===== src/rtl/rcosc_clk_div_bank.sv =====
// Oscillator clock-source wrapper: startup hold-off plus a bank of independently
// programmable clock dividers, each with a one-cycle enable strobe per divided period.
module rcosc_clk_div_bank #(
    parameter int unsigned NUM_CH         = 4,
    parameter int unsigned DIV_W          = 8,
    parameter int unsigned STARTUP_CYCLES = 256,
    parameter int unsigned DEFAULT_DIV    = 2,
    localparam int unsigned SEL_W         = (NUM_CH > 1) ? $clog2(NUM_CH) : 1
) (
    input  logic              CLK,
    input  logic              RESET,
    input  logic [NUM_CH-1:0] CH_EN,
    input  logic              DIV_LOAD,
    input  logic [SEL_W-1:0]  DIV_SEL,
    input  logic [DIV_W-1:0]  DIV_VALUE,
    output logic              OSC_READY,
    output logic [NUM_CH-1:0] DIV_CLK_OUT,
    output logic [NUM_CH-1:0] CLK_EN_OUT,
    output logic              LOAD_ERR
);

    localparam int unsigned ST_W = (STARTUP_CYCLES > 1) ? $clog2(STARTUP_CYCLES) : 1;
    localparam logic [ST_W-1:0]  ST_LAST   = ST_W'(STARTUP_CYCLES - 1);
    localparam logic [DIV_W-1:0] DEF_RATIO = DIV_W'(DEFAULT_DIV);

    typedef enum logic {
        IDLE,
        RUN
    } ch_state_t;

    logic [ST_W-1:0]   st_cnt;
    logic              value_ok;
    logic              sel_ok;
    logic [NUM_CH-1:0] load_hit;

    // Startup hold-off: saturating counter, ready latches until reset
    always_ff @(posedge CLK or posedge RESET) begin
        if (RESET) begin
            st_cnt    <= '0;
            OSC_READY <= 1'b0;
        end else if (st_cnt == ST_LAST) begin
            OSC_READY <= 1'b1;
        end else begin
            st_cnt <= st_cnt + ST_W'(1);
        end
    end

    // Load decode; selector range is checked by matching against real channels
    always_comb begin
        value_ok = (DIV_VALUE >= DIV_W'(2));
        sel_ok   = 1'b0;
        load_hit = '0;
        for (int unsigned i = 0; i < NUM_CH; i++) begin
            if (DIV_SEL == SEL_W'(i)) begin
                sel_ok      = 1'b1;
                load_hit[i] = DIV_LOAD & value_ok;
            end
        end
    end

    always_ff @(posedge CLK or posedge RESET) begin
        if (RESET) begin
            LOAD_ERR <= 1'b0;
        end else begin
            LOAD_ERR <= DIV_LOAD & ~(value_ok & sel_ok);
        end
    end

    for (genvar g = 0; g < NUM_CH; g++) begin : g_ch
        ch_state_t        state;
        logic [DIV_W-1:0] cnt;
        logic [DIV_W-1:0] active;
        logic [DIV_W-1:0] pending;
        logic             pend_valid;
        logic             div_clk;
        logic             clk_en;
        logic             running;
        logic             tc;
        logic             upd_valid;
        logic [DIV_W-1:0] upd_ratio;

        // The start cycle counts as cnt = 0 of the first period
        always_comb begin
            running   = (state == RUN) || (OSC_READY && CH_EN[g]);
            tc        = running && (cnt == active - DIV_W'(1));
            upd_valid = load_hit[g] || pend_valid;
            upd_ratio = load_hit[g] ? DIV_VALUE : pending;
        end

        always_ff @(posedge CLK or posedge RESET) begin
            if (RESET) begin
                state      <= IDLE;
                cnt        <= '0;
                active     <= DEF_RATIO;
                pending    <= DEF_RATIO;
                pend_valid <= 1'b0;
                div_clk    <= 1'b0;
                clk_en     <= 1'b0;
            end else begin
                div_clk <= running && (cnt < active - (active >> 1));
                clk_en  <= tc;

                // New ratios only take effect between periods, so no runt cycles
                if (load_hit[g]) begin
                    pending <= DIV_VALUE;
                end
                if (upd_valid && ((state == IDLE) || tc)) begin
                    active     <= upd_ratio;
                    pend_valid <= 1'b0;
                end else if (load_hit[g]) begin
                    pend_valid <= 1'b1;
                end

                case (state)
                    IDLE: begin
                        if (running) begin
                            state <= RUN;
                            cnt   <= DIV_W'(1);
                        end
                    end
                    RUN: begin
                        if (tc) begin
                            cnt <= '0;
                            if (!CH_EN[g]) begin
                                state <= IDLE;
                            end
                        end else begin
                            cnt <= cnt + DIV_W'(1);
                        end
                    end
                    default: state <= IDLE;
                endcase
            end
        end

        assign DIV_CLK_OUT[g] = div_clk;
        assign CLK_EN_OUT[g]  = clk_en;
    end

endmodule

===== config.mk =====
export PLATFORM = sky130hd
export DESIGN_NAME = rcosc_clk_div_bank
export DESIGN_NICKNAME = d
export VERILOG_FILES = /design/src/rtl/rcosc_clk_div_bank.sv
export SDC_FILE = /design/constraint.sdc
export NUM_CORES = 1
export LEC_CHECK = 0
export CAP_MARGIN = 20
export CORE_UTILIZATION = 40
export DETAILED_ROUTE_END_ITERATION = 8
export PLACE_DENSITY = 0.66
export SLEW_MARGIN = 0
export SYNTH_ARGS = -nofsm -noshare
export SYNTH_HDL_FRONTEND = slang
export SYNTH_SLANG_ARGS = --single-unit

===== constraint.sdc =====
create_clock -name CLK -period 4.3 [get_ports CLK]
set_input_delay 0.43 -clock CLK [delete_from_list [all_inputs] [get_ports CLK]]
set_output_delay 0.43 -clock CLK [all_outputs]
set_load 0.1 [all_outputs]

# Word-level counts from Yosys, hierarchy flattened
# Cells that the tools add are included.
# W data, S select, Z words.
[totals]
inputBits = 17
output_inout_bits = 10
regBits = 122
[op_classes]
muxes = 48
n_bitwise = 8
n_addsub = 13
reduce_logical = 33
order_cmp = 5
eq_ne = 12
[ops]
columns = ["op", "count"]
rows = [
  ["$mux W8", 12],
  ["$pmux W8 S2", 4],
  ["$add A8 B1 Y8 const B", 5],
  ["$eq A8 B8 Y1", 4],
  ["$lt A8 B8 Y1", 4],
  ["$sub A8 B1 Y8 const B", 4],
  ["$sub A8 B7 Y8", 4],
  ["$mux W1", 28],
  ["$logic_and A1 B1 Y1", 16],
  ["$logic_or A1 B1 Y1", 12],
  ["$eq A8 B8 Y1 const B", 1],
  ["$ge A8 B2 Y1 const B", 1],
  ["$ne A2 B2 Y1 const B", 4],
  ["$pmux W1 S2", 4],
  ["$reduce_bool A2 Y1", 4],
  ["$not A1 Y1", 5],
  ["$eq A2 B2 Y1 const B", 2],
  ["$and A1 B1 Y1", 3],
  ["$eq A2 B1 Y1 const B", 1],
  ["$logic_not A2 Y1", 1],
]

# Longest topological paths before layout
# Gate-level depths: netlist of the first run.
[logic_depth]
word_depth = 8
depth_mapped = 14

# Least setup slack after synthesis of the first run
# Ideal clock, no wire load.
[synth_path]
path_type = "register -> register"
from = "reg g_ch[2].active[1]"
to = "reg g_ch[2].div_clk"
period_less_slack_ns = 2.676
slack_ns = 1.624
arrival_time_ns = 2.560
path_stages_with_launch = 13
path_cell_list = "dfstp_2 ha_1 inv_1 fa_1 nand2b_1 a21oi_1 o21ai_0 a21oi_1 nor2_1 xor2_1 ha_1 or4_1 o311ai_0"
[synth_via]
elab_chain_len = 3
[synth_rtl]
columns = ["item", "line", "rtl"]
rows = [
  ["start: declaration", "72", "logic [DIV_W-1:0] active;"],
  ["start signal: assignment", "108", "active <= upd_ratio;"],
  ["$sub A8 B7 Y8", "100", "div_clk <= running && (cnt < active - (active >> 1));"],
  ["$lt A8 B8 Y1", "100", ""],
  ["$logic_and A1 B1 Y1", "100", ""],
  ["end signal: assignment", "100", ""],
  ["end: declaration", "75", "logic div_clk;"],
]
# No other way between the ends.
# A chain may end at the register's enable or synchronous reset.

# Worst setup path after layout of the first run
[layout_path]
from = "reg g_ch[3].active[1]"
to = "reg g_ch[3].div_clk"
[layout_via]
elab_chain_len = 3
[layout_rtl]
columns = ["item", "line"]
rows = [
  ["start: declaration", "72"],
  ["start signal: assignment", "108"],
  ["$sub A8 B7 Y8", "100"],
  ["$lt A8 B8 Y1", "100"],
  ["$logic_and A1 B1 Y1", "100"],
  ["end signal: assignment", "100"],
  ["end: declaration", "75"],
]
# No other way between the ends.

==> out/summary.txt, run 1 <==
RUN STATUS
------------------------------------------------------------------------------
Status                                                            finished clean

GRT
------------------------------------------------------------------------------
Number of global-route vias before repair                                 5394
Initial antenna violation count                                              1
First-pass GRT wire length                                             26.9 mm
Total Routing Usage GR                                                   16.7%
Total congestion overflow                                                    0
Pin count of the biggest net entering global routing                        71

CLOCK TREE
------------------------------------------------------------------------------
Cts hold-fix bufs                                                            0
Number of clock sinks                                                      122
Root buf cell                                                        clkbuf_16
Clock latency on the worst-skew pair                                    420 ps
Number of resized instances in the post-cts repair step                      0
CTS tree                                                                 built
Post-CTS repair timing setup buffer count                                    0
Count of H-tree levels built during CTS                                      4
Clock transition at the registers of the reported paths                  60 ps
CTS Buf Count                                                               17
Maximum count of clock buffers along a single path                           2

SYNTH
------------------------------------------------------------------------------
Cell area after synthesis                                             8090 µm²
Mapped Nets                                                                879
Synth warnings                                                               0
Synthesized netlist cell count                                             765
Share of synthesized registers carrying an async set or reset             100%
Number of synthesized register bits                                        122
Unique cell type count in the Yosys netlist                                 55
Average footprint of a synthesized cell                               10.6 µm²
Most instantiated flip-flop cell in the synthesis netlist              dfrtp_1
Number of synthesized flops with an enable pin                               0
Share of the yosys chip area belonging to registers                      37.9%

PLACE
------------------------------------------------------------------------------
Final Wtd Congestion                                                     0.811
Placement Setup Slack                                                  1140 ps
Detailed-placement wirelength estimate                                 11.2 mm
Placed cell count                                                         1037
Port bufs                                                                   26

SETUP PATH
------------------------------------------------------------------------------
Slowest cell on the critical path                                      dfstp_2
Sort of element at the start of the critical path                     register
Data required time of the worst path                                   4580 ps
Dominant cell type by count on the critical path                          ha_1
Crit-path max cell delay                                                580 ps
CP max FO                                                                    5
Element type at the critical path end                                 register
Crit path arrival time                                                 3290 ps
Crit Path Class                                                   register to register
Cells on worst reg2reg path                                                 11
Series of cell instances along the critical path                  inv_1, ha_1, o21ba_2, o21ai_0, a221oi_1, o21bai_1, a21oi_1, xnor2_1, ha_1, or4_1, o311ai_0

FLOORPLANNING
------------------------------------------------------------------------------
Die H                                                                   144 µm
IO Count                                                                    27
Die Area                                                             20800 µm²
Floorplan row count                                                         51
Die Wd                                                                  144 µm
Initial standard-cell utilization of the core                            41.1%
CORE AREA                                                            19700 µm²

TIMING
------------------------------------------------------------------------------
Total Neg Setup Slack                                                     0 ps
Hold slack final                                                        488 ps
Post-route setup slack                                                 1290 ps
Worst Max-Slew Pin Slew                                                 972 ps
Min cycle time layout                                                  3010 ps
RSZ-0062 raised after global routing                                        no
Hold Fails Final Rpt                                                         0
Slew Viols, Final                                                            0
Maximum clock rate                                                   0.333 GHz
Max Clock Skew                                                         9.28 ps
Fraction of the cycle the final worst path needs                         69.9%
Max-slew headroom                                                        35.0%
Setup-violating endpoint count in the final report                           0

LAYOUT
------------------------------------------------------------------------------
Area added between synthesis and finish                                  13.3%
Non-filler cells in the finished layout                                   1069
Layout cell share with drive strength beyond 1                           13.2%
Number of diodes                                                             0
Number of nets in the finished design                                      905

DRT
------------------------------------------------------------------------------
Via count normalized by instance count                                    5.12
Count of unresolved DRC violations after routing                             0
WL final                                                               15.7 mm
First drt pass iteration count                                               4
Number of DRC violations after detailed-routing iteration 0                269
Count of nets left with antenna violations after detail routing              0
Final routed wire length divided by cell count                         14.7 µm
Routed via count                                                          5474

HOLD PATH
------------------------------------------------------------------------------
Hold path depth                                                              1
Type of the tightest min-delay check                              register to register

POWER
------------------------------------------------------------------------------
Cell leakage power                                                  0.00404 µW
Max VDD drop                                                        0.000301 V
P per Cell Area                                                     528 nW/µm²
Total power                                                            4840 µW

FLOW RUN
------------------------------------------------------------------------------
Maximum capacitance violations                                               0

[routing by layer]
layer	global-route usage [%]	vias to the layer above	part of all wire, %
li1	-	2749	-
met1	23.4	2630	50
met2	25.6	72	45
met3	3.15	21	3.3
met4	5.93	2	1.4
met5	0	-	0.070
[sequential cells by signal (all words and copies together), names as in the netlist]
name	flops
g_ch.pend_valid	4
g_ch.active	32
g_ch.pending	32
g_ch.state	4
LOAD_ERR	1
g_ch.div_clk	4
g_ch.clk_en	4
OSC_READY	1
g_ch.cnt	32
st_cnt	8
[worst paths after layout]
| path | from | endpoint | slack [ps] |
|---|---|---|---|
| setup / recovery | g_ch[3].active[1] | g_ch[3].div_clk | 1290 |
| hold / removal | st_cnt[5] | st_cnt[5] | 490 |
| setup reg to reg | g_ch[3].active[1] | g_ch[3].div_clk | 1290 |
| hold reg to reg | st_cnt[5] | st_cnt[5] | 490 |
| max in group asynchronous | RESET | g_ch[0].active[1] | 2910 |
| min in group asynchronous | RESET | g_ch[0].state | 550 |
[cell type report]
class | instances | area, µm²
Clock buffer | 23 | 448
Clock inverter | 9 | 125
Fill cell | 1834 | 10500
Inverter | 59 | 224
Multi-Input combinational cell | 563 | 4680
Sequential cell | 122 | 3060
Tap cell | 265 | 332
Timing Repair Buffer | 28 | 288
[synthesized netlist by cell type (all sizes together), types with 4 or more instances]
master | count | area (µm²)
mux2 | 43 | 574
inv | 59 | 221
a22o | 21 | 188
dfstp | 8 | 210
a211oi | 10 | 80.1
o22ai | 5 | 45.0
a221oi | 4 | 35.0
a21o | 8 | 60.1
nor2 | 35 | 131
buf | 10 | 78.8
nand2b | 14 | 87.6
fa | 4 | 80.1
nor4 | 7 | 65.1
or4 | 6 | 45.0
o21bai | 4 | 30.0
o21ai | 38 | 190
dfrtp | 114 | 2850
nor3 | 19 | 95.1
a21oi | 46 | 298
and3 | 15 | 93.8
o311ai | 4 | 35.0
nand4 | 6 | 58.8
xnor2 | 46 | 403
nand3 | 34 | 170
ha | 93 | 1160
clkbuf | 11 | 41.3
a21boi | 8 | 60.1
nand3b | 5 | 37.5
xor2 | 39 | 342
nand2 | 28 | 113
o21ba | 4 | 40.0
[critical path, delay by kind of cell, from the launching register on]
| kind | cells | cell delay [ps] |
|---|---|---|
| AO/OA/AOI/OAI | 6 | 1060 |
| flip-flops | 1 | 580 |
| AND/OR/NAND/NOR | 1 | 530 |
| adder cells (fa/ha/maj) | 2 | 510 |
| XOR/XNOR | 1 | 140 |
| buffers and inverters | 1 | 70 |
[cells in the final DEF, fill, tap and decap left out, drive strengths merged, types with 2 or more instances in the layout]
cell	netlist	layout
nand2b	14	14
clkinv	0	4
o22ai	5	5
a21boi	8	8
o21ai	38	38
mux2	43	43
nand4	6	6
o311ai	4	4
nand3	34	34
o21a	2	2
a221oi	4	4
dfrtp	114	114
inv	59	59
nor4	7	7
and3	15	15
a31o	2	2
o21ba	4	4
clkbuf	11	23
bufinv	0	3
nor2b	2	2
nand3b	5	5
xnor2	46	46
a21oi	46	46
or4	6	6
a211oi	10	10
o21bai	4	4
ha	93	93
fa	4	4
buf	10	2
xor2	39	39
a22o	21	21
nand2	28	28
and2	2	2
nor3	19	19
nor2	35	35
dfstp	8	8
clkdlybuf4s50	0	26
a21o	8	8
clkinvlp	0	2
[where the power goes]
part | internal [µW] | switching (µW)
Sequential | 1300 | 153
Combinational | 976 | 994
Clock | 906 | 505
Total | 3180 | 1650
[kinds of logic (layout without fill, tap and decap cells)]
family          count (synthesis)  after routing  synth area share [%]
xor+xnor                       86             86                  9.48
mux                            44             44                  7.23
fa+ha+maj                      97             97                  15.4
compound gates                158            158                  13.8
simple gates                  178            178                  12.0
flops                         122            122                  37.9
buf+inv                        80            119                  4.22
[per-stage QoR]
step / util (%) / instance area [µm²]
detailed placement: 43.7 / 8590
CTS: 46.6 / 9160
global route: 46.6 / 9160
floorplan: - / 8090
finish: 46.6 / 9160
global placement: 43.7 / 8590
No activity file was read; power rests on OpenSTA's default activity.
==> run 2, diff against run 1 <==
--- a/config.mk
+++ b/config.mk
@@ -8,7 +8,7 @@
 export CAP_MARGIN = 20
 export CORE_UTILIZATION = 40
 export DETAILED_ROUTE_END_ITERATION = 8
-export PLACE_DENSITY = 0.66
+export PLACE_DENSITY = 0.68
 export SLEW_MARGIN = 0
 export SYNTH_ARGS = -nofsm -noshare
 export SYNTH_HDL_FRONTEND = slang
==> constraint.sdc (replaced) <==
create_clock -name CLK -period 2.76 [get_ports CLK]
set_input_delay 0.276 -clock CLK [delete_from_list [all_inputs] [get_ports CLK]]
set_output_delay 0.276 -clock CLK [all_outputs]
set_load 0.1 [all_outputs]
==> out/summary.txt, run 2 (synthesized netlist as in run 1, its figures left out) <==
RUN STATUS
--------------------------------------------------------------------------------
Status                                                              finished clean

LAYOUT
--------------------------------------------------------------------------------
Area added between synthesis and finish                                    20.8%
Layout cell share with drive strength beyond 1                             23.6%
Most common library cell in the layout ignoring fill and taps            dfrtp_1
Commonest cells after routing, fill and taps aside                  114 x dfrtp_1, 89 x ha_1, 74 x buf_4, 56 x inv_1, 46 x xnor2_1
Number of diodes                                                               0
Number of nets in the finished design                                        968
Leading registers by flop count                                     g_ch.active: 32 flops, g_ch.cnt: 32 flops, g_ch.pending: 32 flops
Fraction of the core area covered by cells at the end of the flow          49.7%

DRT
--------------------------------------------------------------------------------
Routed via count                                                            5770
Final routed wire length divided by cell count                           14.7 µm
Number of DRC violations after detailed-routing iteration 0                  293
Via count normalized by instance count                                      5.10
Count of unresolved DRC violations after routing                               0
WL final                                                                 16.7 mm
First drt pass iteration count                                                 4
Count of nets left with antenna violations after detail routing                0

TIMING
--------------------------------------------------------------------------------
Slew Viols, Final                                                              0
Fraction of the cycle the final worst path needs                           97.9%
Hold Fails Final Rpt                                                           0
Worst Max-Slew Pin Slew                                                   659 ps
Max Clock Skew                                                           5.07 ps
Max-slew headroom                                                          56.1%
RSZ-0062 raised after global routing                                         yes
Min cycle time layout                                                    2700 ps
Maximum clock rate                                                     0.370 GHz
Hold slack final                                                          183 ps
Setup-violating endpoint count in the final report                             0

GRT
--------------------------------------------------------------------------------
Total congestion overflow                                                      0
Pin count of the biggest net entering global routing                          47
Number of global-route vias before repair                                   5752
Total Routing Usage GR                                                     17.5%
First-pass GRT wire length                                               28.2 mm
Initial antenna violation count                                                0

SETUP PATH
--------------------------------------------------------------------------------
CP startpoint                                                       g_ch[2].active[1]
Crit path arrival time                                                   3010 ps
Critical path capture point                                         g_ch[2].div_clk
Sort of element at the start of the critical path                       register
Reg2Reg Setup Slack                                                        60 ps
Element type at the critical path end                                   register
Crit Path Class                                                     register to register
Startpoint of the most critical register-to-register path           g_ch[2].active[1]
CP max FO                                                                      4
R2R Path End                                                        g_ch[2].div_clk
Data required time of the worst path                                     3060 ps
Cells on worst reg2reg path                                                   11

FLOORPLANNING
--------------------------------------------------------------------------------
Die H                                                                     144 µm
Die Area                                                               20800 µm²
Floorplan row count                                                           51
IO Count                                                                      27
CORE AREA                                                              19700 µm²
Initial standard-cell utilization of the core                              41.1%
Die Wd                                                                    144 µm

CLOCK TREE
--------------------------------------------------------------------------------
Maximum count of clock buffers along a single path                             2
CTS Buf Count                                                                 17
Clock transition at the registers of the reported paths                    60 ps
Root buf cell                                                          clkbuf_16
CTS tree                                                                   built
Count of H-tree levels built during CTS                                        4
Number of clock sinks                                                        122
Clock latency on the worst-skew pair                                      420 ps

PLACE
--------------------------------------------------------------------------------
Detailed-placement wirelength estimate                                   12.3 mm
Final Wtd Congestion                                                       0.806
Port bufs                                                                     26

POWER
--------------------------------------------------------------------------------
P per Cell Area                                                       832 nW/µm²
Cell leakage power                                                    0.00439 µW
Max VDD drop                                                          0.000534 V

HOLD PATH
--------------------------------------------------------------------------------
Type of the tightest min-delay check                                input pin to async pin

FLOW RUN
--------------------------------------------------------------------------------
Maximum capacitance violations                                                 0

==> run 2: changes by cell type in the layout (fill, tap and decap cells not counted), sizes merged <==
cell | previous run | this run
clkbuf | 23 | 21
inv | 59 | 58
clkdlybuf4s50 | 26 | 16
buf | 2 | 75
clkinvlp | 2 | 5
==> run 2: worst min-delay path by stage <==
stage / cells after the start / slack (ps) / startpoint / to
2_1_floorplan: 2 / 400 / CH_EN[0] / g_ch[0].state
3_3_place_gp: 1 / 480 / st_cnt[5] / st_cnt[5]
3_5_place_dp: 1 / 480 / g_ch[3].pending[5] / g_ch[3].pending[5]
4_1_cts: 2 / 180 / RESET / g_ch[3].cnt[6]
5_1_grt: 2 / 200 / RESET / g_ch[3].cnt[6]
6_report: 2 / 180 / RESET / g_ch[3].cnt[2]
==> run 2: power by group <==
| group | leakage (µW) | switching, µW | total [µW] | internal [µW] |
|---|---|---|---|---|
| combinational | 0.00263 | 1790 | 3660 | 1870 |
| clock | 0.000291 | 807 | 2290 | 1490 |
| sequential | 0.00148 | 147 | 2170 | 2030 |
| total | 0.00439 | 2750 | 8130 | 5390 |
==> run 2: metrics by stage <==
step | total power, µW | std cells | worst slack (ps) | instance area [µm²] | setup TNS [ps]
CTS | 8100 | 1128 | 2.46 | 9690 | 0
detailed placement | 5660 | 1096 | -124 | 9010 | -1060
global placement | 5590 | 1096 | -74.5 | 9010 | -537
floorplan | 4730 | 765 | 84.5 | 8090 | 0
global route | 8810 | 1132 | -104 | 9770 | -341
finish | 8130 | 1132 | 58.1 | 9770 | 0
==> run 2: critical path, stage by stage (launching register included) <==
cell and delay, ps:
dfstp_2 570, inv_1 80, ha_1 290, o21ba_2 210, o21ai_1 210, a221oi_2 110, o21bai_1 130, a21oi_1 90
xnor2_1 130, ha_1 220, or4_1 470, o311ai_1 90
==> run 2: repair_timing <==
action                                  in CTS  in global routing
endpoints found under the hold margin        0                  0
gates resized for setup                     22                 15
buffers inserted                             0                  3
pin swaps                                    6                 15
hold buffers                                 0                  0
endpoints found under the setup margin       4                  4
==> run 2: routing by layer <==
metal,GRT usage [%],up-vias,wire (µm)
li1,-,2873,-
met1,23.5,2818,8000
met2,28.5,62,7970
met3,3.05,17,490
met4,5.71,0,221
met5,0,-,0
==> run 2: cell type report <==
class	instances	area, µm²
fill	1796	9880
multi-input combinational	563	4800
sequential	122	3060
timing repair buffer	91	736
clock buffer	21	470
tap	265	332
inverter	59	225
clock inverter	11	144
==> edit 1: new RTL, settings of run 1 <==
Make the reset (`RESET`) synchronous in 3 clocked blocks.
--- a/src/rtl/rcosc_clk_div_bank.sv
+++ b/src/rtl/rcosc_clk_div_bank.sv
@@ -34,7 +34,7 @@
     logic [NUM_CH-1:0] load_hit;
 
     // Startup hold-off: saturating counter, ready latches until reset
-    always_ff @(posedge CLK or posedge RESET) begin
+    always_ff @(posedge CLK) begin
         if (RESET) begin
             st_cnt    <= '0;
             OSC_READY <= 1'b0;
@@ -58,7 +58,7 @@
         end
     end
 
-    always_ff @(posedge CLK or posedge RESET) begin
+    always_ff @(posedge CLK) begin
         if (RESET) begin
             LOAD_ERR <= 1'b0;
         end else begin
@@ -87,7 +87,7 @@
             upd_ratio = load_hit[g] ? DIV_VALUE : pending;
         end
 
-        always_ff @(posedge CLK or posedge RESET) begin
+        always_ff @(posedge CLK) begin
             if (RESET) begin
                 state      <= IDLE;
                 cnt        <= '0;
Behaviour: differs if RESET is asserted again (counterexample within 4 cycles, from zero or initial values and one cycle with RESET high); with RESET held inactive, the same outputs for 10 cycles.
==> edit 1 against run 1 <==
  * The flow now finishes with violations (DRC)
  * Sequential cell count unchanged
  * Via count down 1.2%
  * Worst setup slack better by 240 ps
  * Final cell count down 0.28%
  * Critical path depth up 3
  * Die area down 7.7%
  * Routed wire length down 2.3%
  * First-iteration DRC count up 36%
  * Final area down 7.4%
  * Synthesized area down 7.8%
Power is not compared: it rests on default switching activity, and its combinational part moved more than twofold at a synthesized area within 25%.
==> edit 1: results (changes against run 1) <==
[worst_setup_path]
cp_max_fo = 5  ; unchanged
ff2ff_setup_slack_ps = 1530  ; +240 ps
cpMaxStageDelayCell = fa_1
slowest_delay_ps = 390  ; -190 ps

[cts]
cts_setup_buffers = 0  ; unchanged
clk_path_buf_depth = 2  ; unchanged

[yosys]
async_flop_share_pct = 0  ; -100 points
synth_top_area_share_pct = 32.8  ; -2.5 points
synth-main-ff-cell = dfxtp_1
synth.area.top_cells = dfxtp_1 33%, ha_1 16%, xnor2_1 5.8%
synthDistinctLibCells = 59  ; +7.3%
synth_common_cells = 122 x dfxtp_1, 99 x nor2_1, 93 x ha_1, 56 x inv_1, 49 x xnor2_1
synth_seq_area_share_pct = 32.8  ; -5.1 points
postSynthNetCount = 919  ; +4.6%

[pwr]
irDropWorstVdd_uv = 268

[detailed_routing]
dr.pass1.iters = 7  ; +3
drt_iter0_drc = 367  ; +36%
via_per_inst = 5.07  ; -0.93%
post-route-drc-count = 6  ; +6
wl_um = 15300  ; -2.3%

[placed_design]
dp_hpwl_um = 11500  ; +2.2%
place_congestion = 0.834  ; +2.9%
dp_slack_ps = 1510  ; +370 ps

[final_layout]
fillerInstances = 1676  ; -8.6%
finalNetCount = 938  ; +3.6%
layout-drive-gt1-share_pct = 6.93  ; -6.3 points

[status]
status = finished, violations left
violations = DRC

[global_route]
grt_pass1_vias = 5262  ; -2.4%
antenna_found_initial = 0  ; -1
grt_pass1_wl_um = 25900  ; -3.9%
grt_max_degree = 70  ; -1.4%

[sta]
finalClockSkew_ps = 9.05  ; -0.227 ps
max_slew_margin_pct = 34.0  ; -1.1 points

edit 1: worst paths after layout:
check                           from            endpoint  depth (start not counted)
setup / recovery   g_ch[0].active[0]     g_ch[0].div_clk                         14
hold / removal    g_ch[2].pending[1]  g_ch[2].pending[1]                          2
setup reg to reg   g_ch[0].active[0]     g_ch[0].div_clk                         14
hold reg to reg   g_ch[2].pending[1]  g_ch[2].pending[1]                          2
edit 1: through the flow:
stage | cell area [um^2] | total power [uW] | hold WS (ps) | std cells
after floorplan | 7450 | 1340 | 432 | 805
after global placement | 7870 | 1400 | 461 | 1034
after detailed placement | 7870 | 1400 | 459 | 1034
final | 8480 | 2860 | 476 | 1066
after CTS | 8480 | 2890 | 481 | 1066
after global routing | 8480 | 2970 | 500 | 1066
edit 1: per-layer routing:
metal	global-route usage, %	up-vias	share of wire (%)
met5	0	-	0
met1	21.8	2475	49
met4	8.99	0	3.3
met2	27.0	76	44
met3	3.26	30	3.0
li1	-	2827	-
edit 1: cell families after synthesis:
family | Yosys count | synth area share (%)
buffers and inverters | 84 | 4.67
XOR/XNOR | 97 | 11.8
AND/OR/NAND/NOR | 221 | 14.2
AO/OA/AOI/OAI | 143 | 14.3
multiplexers | 41 | 5.64
flip-flops | 122 | 32.8
adder cells (fa/ha/maj) | 97 | 16.7
edit 1: layout make-up:
type                       instances  share of cell area, %
inverter                          56                   2.48
timing repair buffer              28                   3.19
tap                              229                   3.38
multi-input combinational        599                   55.0
sequential                       122                   28.8
clock inverter                    15                   2.20
clock buffer                      17                   5.01
edit 1: power groups by stage:
stage               combinational (uW)  clock [uW]  sequential (uW)
finish                             219        1490             1160
global route                       248        1570             1160
CTS                                221        1510             1160
detailed placement                 219           0             1180
global placement                   216           0             1180
floorplan                          161           0             1180
==> edit 2: new RTL, flow settings as in run 1 <==
Without the edit above. Set the parameter `NUM_CH` to 2 (it was 4).
--- a/src/rtl/rcosc_clk_div_bank.sv
+++ b/src/rtl/rcosc_clk_div_bank.sv
@@ -1,7 +1,7 @@
 // Oscillator clock-source wrapper: startup hold-off plus a bank of independently
 // programmable clock dividers, each with a one-cycle enable strobe per divided period.
 module rcosc_clk_div_bank #(
-    parameter int unsigned NUM_CH         = 4,
+    parameter int unsigned NUM_CH         = 2,
     parameter int unsigned DIV_W          = 8,
     parameter int unsigned STARTUP_CYCLES = 256,
     parameter int unsigned DEFAULT_DIV    = 2,
Interface: changed (resized CH_EN, CLK_EN_OUT, DIV_CLK_OUT and DIV_SEL); port bits go from 27 to 20. The function was not compared with the original's and may differ.
==> edit 2 against run 1 <==
  * First-iteration DRC count is 67% lower
  * Synthesized cell count is 41% lower
  * Sequential cell count is 56 lower
  * Worst setup slack better by 130 ps
  * Routed wire length is 45% lower
  * Synthesized area is 45% lower
  * Hold slack worse by 25 ps
  * Total power is 73% lower
  * Final area is 46% lower
  * Critical path depth is 1 higher
  * Critical path type unchanged
  * Critical endpoint is now g_ch[1].div_clk
==> edit 2: results (changes against run 1) <==
[status]
status = complete, no violations

[placed_design]
dp_slack_ps = 1420  ; +281 ps
place_congestion = 0.813  ; +0.23%
placedInstanceArea_um2 = 4730  ; -45%
numPortBuffers = 19  ; -27%
dp_hpwl_um = 6400  ; -43%
dp.cells = 598  ; -42%

[pwr]
p_leak_uw = 0.00209  ; -48%
pg_comb_uw = 88.0  ; -96%
switching_share_pct = 22.2  ; -12 points
internal-power_uw = 1000  ; -69%

[cts]
cts_root_buf = clkbuf_8
numCtsBuffers = 9  ; -8
clkLatencyLatePin_ps = 340  ; -80 ps
cts_htree_levels = 3  ; -1

[yosys]
postSynthNetCount = 514  ; -42%
synth_fa_ha_area_share_pct = 14.2  ; -1.2 points
synth_common_cells = 62 x dfrtp_1, 47 x ha_1, 38 x nand2_1, 33 x inv_1, 29 x xnor2_1
syn_inst = 451  ; -41%
synth.area.top_cells = dfrtp_1 35%, ha_1 13%, xnor2_1 5.7%
synth.area.mux_share_pct = 2.52  ; -4.7 points
synthXorXnorAreaFrac_pct = 9.10  ; -0.38 points
synth_compound_area_share_pct = 16.7  ; +2.9 points
synth_seq_area_share_pct = 37.4  ; -0.44 points

[sta]
tightest_slew_ps = 968  ; -3.33 ps
finalClockSkew_ps = 6.58  ; -2.70 ps
max_clock_freq_mhz = 347  ; +4.5%
fin_worst_hold_slack_ps = 463  ; -24.9 ps

[final_layout]
finish.utilization_pct = 45.8  ; -0.86 points
fillerInstances = 1012  ; -45%
reg.largest.list = g_ch.active (16), g_ch.cnt (16), g_ch.pending (16)
finalNetCount = 532  ; -41%

[worst_setup_path]
cpMaxStageDelayCell = dfstp_2
endpoint = g_ch[1].div_clk
r2r_cells = 12  ; +1
r2r_start = g_ch[1].active[1]
r2r-end = g_ch[1].div_clk

[detailed_routing]
via_per_inst = 5.17  ; +0.95%
drt_iter0_drc = 89  ; -67%
drt-met1-wl_um = 4190  ; -47%
met3_length_um = 275  ; -47%
highest_layer = met4
dr_wl_met2_um = 4010  ; -44%
vias = 3174  ; -42%

[global_route]
grt_pass1_wl_um = 15200  ; -43%
antenna_found_initial = 0  ; -1
grtUsageMet2_pct = 27.7  ; +2.2 points
met3_usage_pct = 2.55  ; -0.59 points
grt_usage_pct = 16.6  ; -0.058 points
grt_max_degree = 35  ; -51%

[min_path]
hold_depth = 2  ; +1
hp-start = g_ch[0].pending[1]
hold_end = g_ch[0].pending[1]

-- edit 2: changes by cell type in the layout (fill, tap and decap cells not counted), sizes merged, moves of 14 or more --
cell / run 1 / this run
nor3: 19 / 5
inv: 59 / 33
xnor2: 46 / 29
a22o: 21 / 0
ha: 93 / 47
a2bb2oi: 0 / 14
a21oi: 46 / 15
nand3b: 5 / 19
nand3: 34 / 12
mux2: 43 / 9
dfrtp: 114 / 62
xor2: 39 / 17
-- edit 2: cell families (layout without fill, tap and decap cells) --
family | count (synthesis) | count (layout)
adder cells (fa/ha/maj) | 49 | 49
buffers and inverters | 47 | 70
AO/OA/AOI/OAI | 104 | 104
multiplexers | 10 | 10
AND/OR/NAND/NOR | 129 | 129
flip-flops | 66 | 66
XOR/XNOR | 46 | 46
-- edit 2: layout make-up --
class	instances	share of cell area, %
clock buffers	14	3.50
clock inverters	2	0.709
well taps	140	3.55
multi-input cells	338	52.0
inverters	33	2.51
repair buffers	21	4.16
flip-flops and latches	66	33.5
